[src/rtl/instr_stat_if.sv]
// Instruction-statistics bus: retire/halt/clear/readout controls toward the
// block and the counter, readout and state values back from it.
interface instr_stat_if #(
  parameter int unsigned CNT_W = 16,
  parameter int unsigned CYC_W = 32
);
  logic [5:0]       op;
  logic             valid;
  logic             halt;
  logic             clr;
  logic [2:0]       sel;
  logic [CNT_W-1:0] r_cnt;
  logic [CNT_W-1:0] i_cnt;
  logic [CNT_W-1:0] j_cnt;
  logic [CNT_W-1:0] o_cnt;
  logic [CYC_W-1:0] cyc_cnt;
  logic [31:0]      rd_data;
  logic [1:0]       state;

  modport master (
    output op, valid, halt, clr, sel,
    input  r_cnt, i_cnt, j_cnt, o_cnt, cyc_cnt, rd_data, state
  );

  modport slave (
    input  op, valid, halt, clr, sel,
    output r_cnt, i_cnt, j_cnt, o_cnt, cyc_cnt, rd_data, state
  );
endinterface

[src/rtl/instr_stat_ctrl.sv]
// Retired-instruction statistics: per-class saturating counters, a RUN-cycle
// counter and a registered readout mux, gated by an IDLE/RUN/HALTED FSM.
module instr_stat_ctrl #(
  parameter int unsigned CNT_W = 16,
  parameter int unsigned CYC_W = 32
) (
  input logic         clk,
  input logic         rst_n,
  instr_stat_if.slave bus
);

  typedef enum logic [1:0] {
    IDLE   = 2'd0,
    RUN    = 2'd1,
    HALTED = 2'd2
  } state_t;

  state_t           st;
  logic [CNT_W-1:0] r_q, i_q, j_q, o_q;
  logic [CYC_W-1:0] cyc_q;
  logic [31:0]      rd_q;

  logic             is_r_c, is_i_c, is_j_c;
  logic             count_en_c;
  logic [31:0]      total_c;
  logic [31:0]      rd_c;

  // Opcode class decode; anything not R/I/J lands in "other".
  always_comb begin
    is_r_c = 1'b0;
    is_i_c = 1'b0;
    is_j_c = 1'b0;
    case (bus.op)
      6'b000000: is_r_c = 1'b1;
      6'b000010,
      6'b000011: is_j_c = 1'b1;
      6'b000100, 6'b000101, 6'b001000, 6'b001001, 6'b001010,
      6'b001100, 6'b001101, 6'b100011, 6'b101011: is_i_c = 1'b1;
      default: ;
    endcase
  end

  assign count_en_c = bus.valid && !bus.clr && (st != HALTED);
  assign total_c    = 32'(r_q) + 32'(i_q) + 32'(j_q) + 32'(o_q);

  always_comb begin
    rd_c = 32'd0;
    case (bus.sel)
      3'd0:    rd_c = 32'(cyc_q);
      3'd1:    rd_c = 32'(r_q);
      3'd2:    rd_c = 32'(i_q);
      3'd3:    rd_c = 32'(j_q);
      3'd4:    rd_c = 32'(o_q);
      3'd5:    rd_c = total_c;
      default: rd_c = 32'd0;
    endcase
  end

  function automatic logic [CNT_W-1:0] sat_inc(input logic [CNT_W-1:0] v);
    return (&v) ? v : v + CNT_W'(1);
  endfunction

  always_ff @(posedge clk or negedge rst_n) begin
    if (!rst_n) begin
      st    <= IDLE;
      r_q   <= '0;
      i_q   <= '0;
      j_q   <= '0;
      o_q   <= '0;
      cyc_q <= '0;
      rd_q  <= '0;
    end else begin
      rd_q <= rd_c;
      if (bus.clr) begin
        st    <= IDLE;
        r_q   <= '0;
        i_q   <= '0;
        j_q   <= '0;
        o_q   <= '0;
        cyc_q <= '0;
      end else begin
        case (st)
          IDLE: begin
            if (bus.halt)       st <= HALTED;
            else if (bus.valid) st <= RUN;
          end
          RUN: begin
            // The halting cycle is still a RUN cycle and is counted.
            if (!(&cyc_q)) cyc_q <= cyc_q + CYC_W'(1);
            if (bus.halt)  st <= HALTED;
          end
          HALTED: ;
          default: st <= IDLE;
        endcase
        if (count_en_c) begin
          if (is_r_c)      r_q <= sat_inc(r_q);
          else if (is_i_c) i_q <= sat_inc(i_q);
          else if (is_j_c) j_q <= sat_inc(j_q);
          else             o_q <= sat_inc(o_q);
        end
      end
    end
  end

  assign bus.state   = st;
  assign bus.r_cnt   = r_q;
  assign bus.i_cnt   = i_q;
  assign bus.j_cnt   = j_q;
  assign bus.o_cnt   = o_q;
  assign bus.cyc_cnt = cyc_q;
  assign bus.rd_data = rd_q;

endmodule

[src/flat_wrapper.sv]
// flat-port wrapper written by rule: the top's interface ports become plain ports
module instr_stat_ctrl_flat 
#(
  parameter int unsigned CNT_W = 16,
  parameter int unsigned CYC_W = 32
)
  (clk, rst_n, bus_op, bus_valid, bus_halt, bus_clr, bus_sel, bus_r_cnt, bus_i_cnt, bus_j_cnt, bus_o_cnt, bus_cyc_cnt, bus_rd_data, bus_state);
  instr_stat_if #(.CNT_W(CNT_W), .CYC_W(CYC_W)) bus_i ();
  input logic clk;
  input logic rst_n;
  input wire logic [$bits(bus_i.op)-1:0] bus_op;
  input wire logic [$bits(bus_i.valid)-1:0] bus_valid;
  input wire logic [$bits(bus_i.halt)-1:0] bus_halt;
  input wire logic [$bits(bus_i.clr)-1:0] bus_clr;
  input wire logic [$bits(bus_i.sel)-1:0] bus_sel;
  output wire logic [$bits(bus_i.r_cnt)-1:0] bus_r_cnt;
  output wire logic [$bits(bus_i.i_cnt)-1:0] bus_i_cnt;
  output wire logic [$bits(bus_i.j_cnt)-1:0] bus_j_cnt;
  output wire logic [$bits(bus_i.o_cnt)-1:0] bus_o_cnt;
  output wire logic [$bits(bus_i.cyc_cnt)-1:0] bus_cyc_cnt;
  output wire logic [$bits(bus_i.rd_data)-1:0] bus_rd_data;
  output wire logic [$bits(bus_i.state)-1:0] bus_state;
  assign bus_i.op = bus_op;
  assign bus_i.valid = bus_valid;
  assign bus_i.halt = bus_halt;
  assign bus_i.clr = bus_clr;
  assign bus_i.sel = bus_sel;
  assign bus_r_cnt = bus_i.r_cnt;
  assign bus_i_cnt = bus_i.i_cnt;
  assign bus_j_cnt = bus_i.j_cnt;
  assign bus_o_cnt = bus_i.o_cnt;
  assign bus_cyc_cnt = bus_i.cyc_cnt;
  assign bus_rd_data = bus_i.rd_data;
  assign bus_state = bus_i.state;
  instr_stat_ctrl #(.CNT_W(CNT_W), .CYC_W(CYC_W)) u_core (.clk(clk), .rst_n(rst_n), .bus(bus_i));
endmodule
[config.mk]
export PLATFORM = sky130hd
export DESIGN_NAME = instr_stat_ctrl_flat
export DESIGN_NICKNAME = d
export VERILOG_FILES = /design/src/rtl/instr_stat_if.sv /design/src/rtl/instr_stat_ctrl.sv /design/src/flat_wrapper.sv
export SDC_FILE = /design/constraint.sdc
export NUM_CORES = 1
export LEC_CHECK = 0
export ABC_CLOCK_PERIOD_IN_PS = 4530
export CAP_MARGIN = 20
export CORE_MARGIN = 1
export CORE_UTILIZATION = 55
export DETAILED_ROUTE_END_ITERATION = 10
export GPL_TIMING_DRIVEN = 0
export PLACE_DENSITY_LB_ADDON = 0.1
export SYNTH_ARGS = -nofsm -noshare
export SYNTH_HDL_FRONTEND = slang
export SYNTH_SLANG_ARGS = --single-unit
[constraint.sdc]
create_clock -name clk -period 4.53 [get_ports clk]
set_clock_uncertainty 0.05 [all_clocks]
set_input_delay 1.1325 -clock clk [delete_from_list [all_inputs] [get_ports clk]]
set_output_delay 1.1325 -clock clk [all_outputs]
set_load 0.005 [all_outputs]
==> summary.md, run 1 <==
| Metric | Value |
|---|---|
| Outcome | `finished, final reports clean` |
| Maximum number of pins on one net before global-route repair | `86` |
| Leak pwr | `4.78 nW` |
| Multi-input gate area in the final layout | `5320 sq um` |
| Nets | `1243` |
| Final setup fails | `0` |
| Initial Utilization | `56.4%` |
| Layout cells sized above 1 | `about 8.3%` |
| Detailed Routing Iterations Pass 1 | `5` |
| FMAX | `roughly 230 MHz` |
| Crit-path max FO | `5` |
| Startpoint Class | `flop` |
| First-pass GRT wire length | `44.3 mm` |
| Placement Setup Slack | `-0.191 ns` |
| Layout area overhead | `27.2%` |
| Grt total ovfl | `0` |
| Post-layout util | `71.7%` |
| Avg WL per Cell | `20.5 microns` |
| Die W | `130 microns` |
| Inserted Diodes | `0` |
| CTS tree | `yes` |
| Total GRT Usage | `between 30 and 40%` |
| CTS Buffer Depth | `2` |
| Ys flop type | `dfrtp_1` |
| Fin crit share | `a little over nine tenths` |
| I/O pin count | `around 140` |
| Vias in the first global route | `7950` |
| Most frequent cells in the layout | `141 x clkdlybuf4s50_1, 124 x dfrtp_1, 107 x nor2_1` |
| Final Hold Fails | `0` |
| Post-synth EDFFs | `0` |
| Final Critical Period | `4.36 ns` |
| Residual DRC | `0` |
| Synth Warn # | `0` |
| P per Cell Area | `243 nW/um^2` |
| Vias | `~8600` |
| Mapped Cells | `1008` |
| Cell variety after synth | `73` |
| I/O Buffers | `142` |
| Clock insertion delay at the later pin of the skew report | `0.44 ns` |
| WS Path Type | `flop to flop` |
| Clock slew at reported path FFs | `roughly 0.060 ns` |
| Net count after synthesis | `1077` |
| CP required | `4.79 ns` |
| GPL Wtd Cong | `roughly 0.96` |
| Fillcell total | `1290` |
| Critical Path AT | `4.62 ns` |
| Worst setup EP type | `flop` |
| Fin cells | `between 1000 and 1500` |
| Max Slew Vio Count | `0` |
| DR iter-0 viols | `923` |
| Placed Cells incl. Taps | `approximately 1400` |
| H-tree depth | `4` |
| Root buf cell | `clkbuf_16` |
| Final worst setup slack | `~0.17 ns` |
| RSZ-0062 raised after global routing | `no` |
| Post-Syn Area | `roughly 9000 sq um` |
| Core box area | `15900 sq um` |
| Routed Wire Length | `28.7 mm` |
| WHS | `0.442 ns` |
| FFs w/ async S/R, synth | `100%` |
| Syn avg cell area | `8.92 sq um` |
| Die Y | `approximately 130 microns` |
| Peak supply drop | `0.256 mV` |
| Die ar. | `16900 sq um` |
| Sequential share of the synthesized area | `36.2%` |
| #FFs+latches synth | `130` |
| Post-DP HPWL | `21.5 mm` |
| Rows | `46` |
| Placed inst area | `10700 sq um` |
| Path type of the worst min-delay path | `flop to flop` |
| Final Cell Area | `approximately 11000 sq um` |
| Reg area | `about 3300 sq um` |
| Commonest non-fill, non-tap cell in the layout | `clkdlybuf4s50_1` |
| Via/cell ratio | `6.11` |
| Relative slew slack | `39.1%` |
| Antenna-violating nets left | `0` |
| # clock sinks | `130` |
| Hold Buf Count CTS | `0` |
| Slew @ Worst Pin | `0.907 ns` |
| Antenna violations before repair | `0` |
| Clock buffer count from CTS | `17` |
| Number of max-cap violations | `0` |
## path summary, 6_finish.rpt
| kind | slack, ns | depth (start not counted) | to | start |
|---|---|---|---|---|
| max | 0.17 | 17 | u_core.bus.rd_data[15] | u_core.bus.i_cnt[0] |
| min | 0.44 | 1 | u_core.bus.state[0] | u_core.bus.state[1] |
| max reg2reg | 0.17 | 17 | u_core.bus.rd_data[15] | u_core.bus.i_cnt[0] |
| min reg2reg | 0.44 | 1 | u_core.bus.state[0] | u_core.bus.state[1] |
| max in group asynchronous | 3.05 | 2 | u_core.bus.i_cnt[0] | rst_n |
| min in group asynchronous | 0.57 | 1 | u_core.bus.o_cnt[13] | rst_n |
## cells in the mapped netlist (4+ instances only)
library cell,instances,share of area (%)
nor2b_1,5,0.35
mux2_2,12,1.5
buf_2,5,0.28
nand2_1,51,2.1
a22oi_1,15,1.3
a21oi_1,52,2.9
o21bai_1,5,0.42
and4_1,10,0.97
a21o_1,15,1.3
nand4_1,25,1.7
clkbuf_1,29,1.2
and2_1,20,1.4
or3_1,18,1.3
mux4_2,4,1.0
mux2i_1,13,1.4
or4_1,12,1.0
dfrtp_1,130,36
nor3_1,23,1.3
or2_2,4,0.28
a31oi_1,8,0.56
o22a_1,5,0.49
nand3_1,36,2.0
a211oi_1,8,0.67
o21ai_0,58,3.2
nor4_1,23,1.6
or3_2,4,0.33
inv_1,83,3.5
ha_1,37,5.1
nor2_1,108,4.5
nor4b_1,5,0.49
fa_1,18,4.0
nand2b_1,10,0.70
xor2_1,19,1.9
o31ai_1,12,1.0
nor3b_1,5,0.42
and3_1,14,0.97
xnor2_1,52,5.1
## registers in the layout, indices dropped and copies added, names as in the netlist
| signal | cells |
|---|---|
| u_core.bus.r_cnt | 16 |
| u_core.bus.state | 2 |
| u_core.bus.rd_data | 32 |
| u_core.bus.o_cnt | 16 |
| u_core.bus.i_cnt | 16 |
| u_core.bus.j_cnt | 16 |
| u_core.bus.cyc_cnt | 32 |
## kinds of logic (layout without fill, tap and decap cells)
kind of cell / after synthesis / count (layout) / share of synthesized area, %
adder cells (fa/ha/maj): 55 / 55 / 9.16
buffers and inverters: 124 / 302 / 5.53
AND/OR/NAND/NOR: 392 / 392 / 23.6
XOR/XNOR: 71 / 71 / 6.92
flip-flops: 130 / 130 / 36.2
AO/OA/AOI/OAI: 207 / 207 / 14.7
multiplexers: 29 / 29 / 3.95
## power by group
part           total, W  internal, W  switching [W]
Combinational  0.000159    0.0000524       0.000107
Clock           0.00144     0.000871       0.000571
Sequential      0.00118      0.00117     0.00000856
## final cells by class
type                    instances  share of cell area (%)
flip-flops and latches        130                    28.5
clock buffers                  17                    3.72
plain buffers                  39                    1.55
inverters                      84                    2.76
repair buffers                148                    13.0
well taps                     216                    2.36
clock inverters                14                    1.58
multi-input cells             754                    46.5
## critical path: stages (launching register included)
cell and delay, ns:
dfrtp_2 0.44, ha_1 0.23, inv_1 0.07, fa_1 0.22
nor2b_2 0.06, o2111a_2 0.27, o21ai_1 0.25, nand3b_1 0.14
xnor2_1 0.20, fa_1 0.50, inv_1 0.05, ha_1 0.33
nand2_1 0.14, o21ai_2 0.29, a31oi_4 0.07, o21ai_2 0.19
mux2_2 0.35, o32a_1 0.36
## what timing repair did
action / in CTS / in global routing
setup buffers: 0 / 5
pin swaps: 0 / 1
setup endpoints to repair: 5 / 5
cloned: 0 / 0
resized for setup: 10 / 17
## routing by layer
metal	up-vias	GRT usage [%]	part of all wire, %
li1	3939	-	-
met1	4140	49.7	43
met2	428	52.5	44
met3	61	7.38	9.3
met4	0	16.9	3.8
met5	-	0	0
## per-stage QoR
| stage | TNS [ns] | power [W] |
|---|---|---|
| after detailed placement | -0.481 | 0.00135 |
| after floorplan | 0 | 0.00126 |
| after global routing | 0 | 0.00285 |
| after CTS | 0 | 0.00279 |
| after global placement | -372.59 | 0.00135 |
| final | 0 | 0.00278 |
Power figures use the tool's default switching activity.
==> run 2, diff against run 1 <==
Settings changed: CELL_PAD_IN_SITES_DETAIL_PLACEMENT from default to 1, CELL_PAD_IN_SITES_GLOBAL_PLACEMENT from default to 1, CORE_UTILIZATION 55 to 42.
==> summary.md, run 2 (synthesized netlist as in run 1, its figures left out) <==
| Metric | Value |
|---|---|
| Number of max-cap violations | `0` |
| Core box area | `21000 sq um` |
| Hold Crit Start | `u_core.bus.state[1]` |
| Residual DRC | `0` |
| Leak pwr | `4.79 nW` |
| DR iter-0 viols | `roughly 580` |
| Inserted Diodes | `0` |
| Fillcell total | `2438` |
| H-tree depth | `4` |
| Vias | `8702` |
| Fin crit share | `roughly 98%` |
| Hold Buf Count CTS | `0` |
| Grt total ovfl | `0` |
| I/O Buffers | `142` |
| Most frequent cells in the layout | `141 x clkdlybuf4s50_1, 123 x dfrtp_1, 107 x nor2_1` |
| Antenna violations before repair | `0` |
| Capture point of the worst reg-to-reg path | `u_core.bus.rd_data[15]` |
| Worst setup path startpoint | `u_core.bus.r_cnt[0]` |
| Clock slew at reported path FFs | `approximately 0.070 ns` |
| Max Slew Vio Count | `0` |
| CTS tree | `yes` |
| CP max stage cell | `fa_1` |
| Final setup fails | `0` |
| CP required | `4.79 ns` |
| WS Path Type | `flop to flop` |
| Die ar. | `22000 sq um` |
| Total GRT Usage | `31.7%` |
| Path type of the worst min-delay path | `flop to flop` |
| Crit Reg-Reg Startpoint | `u_core.bus.r_cnt[0]` |
| Critical Path AT | `4.69 ns` |
| Worst setup EP type | `flop` |
| Detailed Routing Iterations Pass 1 | `5` |
| Layout cells sized above 1 | `8.85%` |
| Final setup TNS | `0 ns` |
| GPL Wtd Cong | `between 0.9 and 1` |
| Multi-input gate area in the final layout | `between 5000 and 6000 sq um` |
| I/O pin count | `144` |
| Via/cell ratio | `between 5 and 6` |
| Root buf cell | `clkbuf_16` |
| R2R setup slack | `0.10 ns` |
| Reg2reg path depth | `18` |
| Min-Delay Endpoint | `u_core.bus.state[0]` |
| Startpoint Class | `flop` |
| Vias in the first global route | `8799` |
| Commonest non-fill, non-tap cell in the layout | `clkdlybuf4s50_1` |
| WHS | `approximately 0.46 ns` |
| Outcome | `finished, final reports clean` |
| P per Cell Area | `250 nW/um^2` |
| Relative slew slack | `32.3%` |
| Placed inst area | `10800 sq um` |
| Worst Hold Depth | `1` |
| Rows | `53` |
| Reg area | `3260 sq um` |
| Final Critical Period | `approximately 4.4 ns` |
| Crit-path max cell delay | `0.50 ns` |
| Initial Utilization | `42.8%` |
| CTS Buffer Depth | `2` |
| Die W | `148 microns` |
| Maximum number of pins on one net before global-route repair | `86` |
| First-pass GRT wire length | `52.0 mm` |
| Avg WL per Cell | `around 23 microns` |
| Clock buffer count from CTS | `17` |
| Peak supply drop | `0.222 mV` |
| Slew @ Worst Pin | `1.01 ns` |
| Crit-path max FO | `5` |
| Layout area overhead | `28.5%` |
| # clock sinks | `130` |
| Routed Wire Length | `33.7 mm` |
| Antenna-violating nets left | `0` |
| Die Y | `148 microns` |
| Final Cell Area | `about 12000 sq um` |
| Final Hold Fails | `0` |
| Nets | `approximately 1200` |
| Clock insertion delay at the later pin of the skew report | `0.45 ns` |
| Crit path cell chain | `ha_1, inv_1, fa_1, nor2b_2, o2111a_2, o21a_1, o21ai_0, nand2b_1, xnor2_1, fa_1, inv_1, ha_1, nand2_1, nor2_2, a31oi_2, o21ai_2, mux2_2, o32a_1` |
| Post-DP HPWL | `roughly 25 mm` |
| FMAX | `226 MHz` |
[run 2: worst max-delay path by stage]
stage / slack, ns / end
final: 0.10 / u_core.bus.rd_data[15]
after global routing: -0.04 / u_core.bus.rd_data[15]
after CTS: 0.005 / u_core.bus.rd_data[15]
after detailed placement: -0.36 / u_core.bus.rd_data[15]
after global placement: -3.05 / u_core.bus.i_cnt[15]
after floorplan: 0.42 / u_core.bus.rd_data[15]
[run 2: cell type report]
cell class,count,share of cell area [%]
Timing Repair Buffer,148,12.9
Clock buffer,17,3.68
Sequential cell,130,28.2
Tap cell,275,2.98
Multi-Input combinational cell,754,46.2
Clock inverter,14,1.74
Inverter,84,2.73
Buffer,39,1.54
[run 2: timing repair]
item	CTS	global route
setup buffers	0	5
pin swaps	0	2
setup endpoints to repair	5	5
resized for setup	15	16
[run 2: metal layers]
layer	GRT usage [%]	wire, microns	vias to the layer above
li1	-	-	3939
met5	0	0	-
met4	11.3	866	0
met1	43.0	14900	4396
met2	50.8	16000	319
met3	5.25	1910	48
[run 2: worst max-delay path, delay by kind of cell (launching register included)]
kind | cells | cell delay, ns
buffers and inverters | 2 | 0.13
AO/OA/AOI/OAI | 6 | 1.41
multiplexers | 1 | 0.35
adder cells (fa/ha/maj) | 4 | 1.32
XOR/XNOR | 1 | 0.17
flip-flops | 1 | 0.46
AND/OR/NAND/NOR | 4 | 0.43
[run 2: metrics by stage]
step	utilization (%)	worst slack (ns)	total power [W]	instances
global route	54.9	-0.0400	0.00296	1461
finish	54.9	0.103	0.00288	1461
global placement	51.2	-3.05	0.00135	1425
detailed placement	51.3	-0.358	0.00136	1426
floorplan	-	0.421	0.00126	1008
CTS	54.5	0.00514	0.00289	1457
[run 2: power by group]
group / internal (W) / switching (W) / total [W]
registers: 0.00117 / 0.00000880 / 0.00118
clock network: 0.000929 / 0.000615 / 0.00154
logic: 0.0000520 / 0.000112 / 0.000164
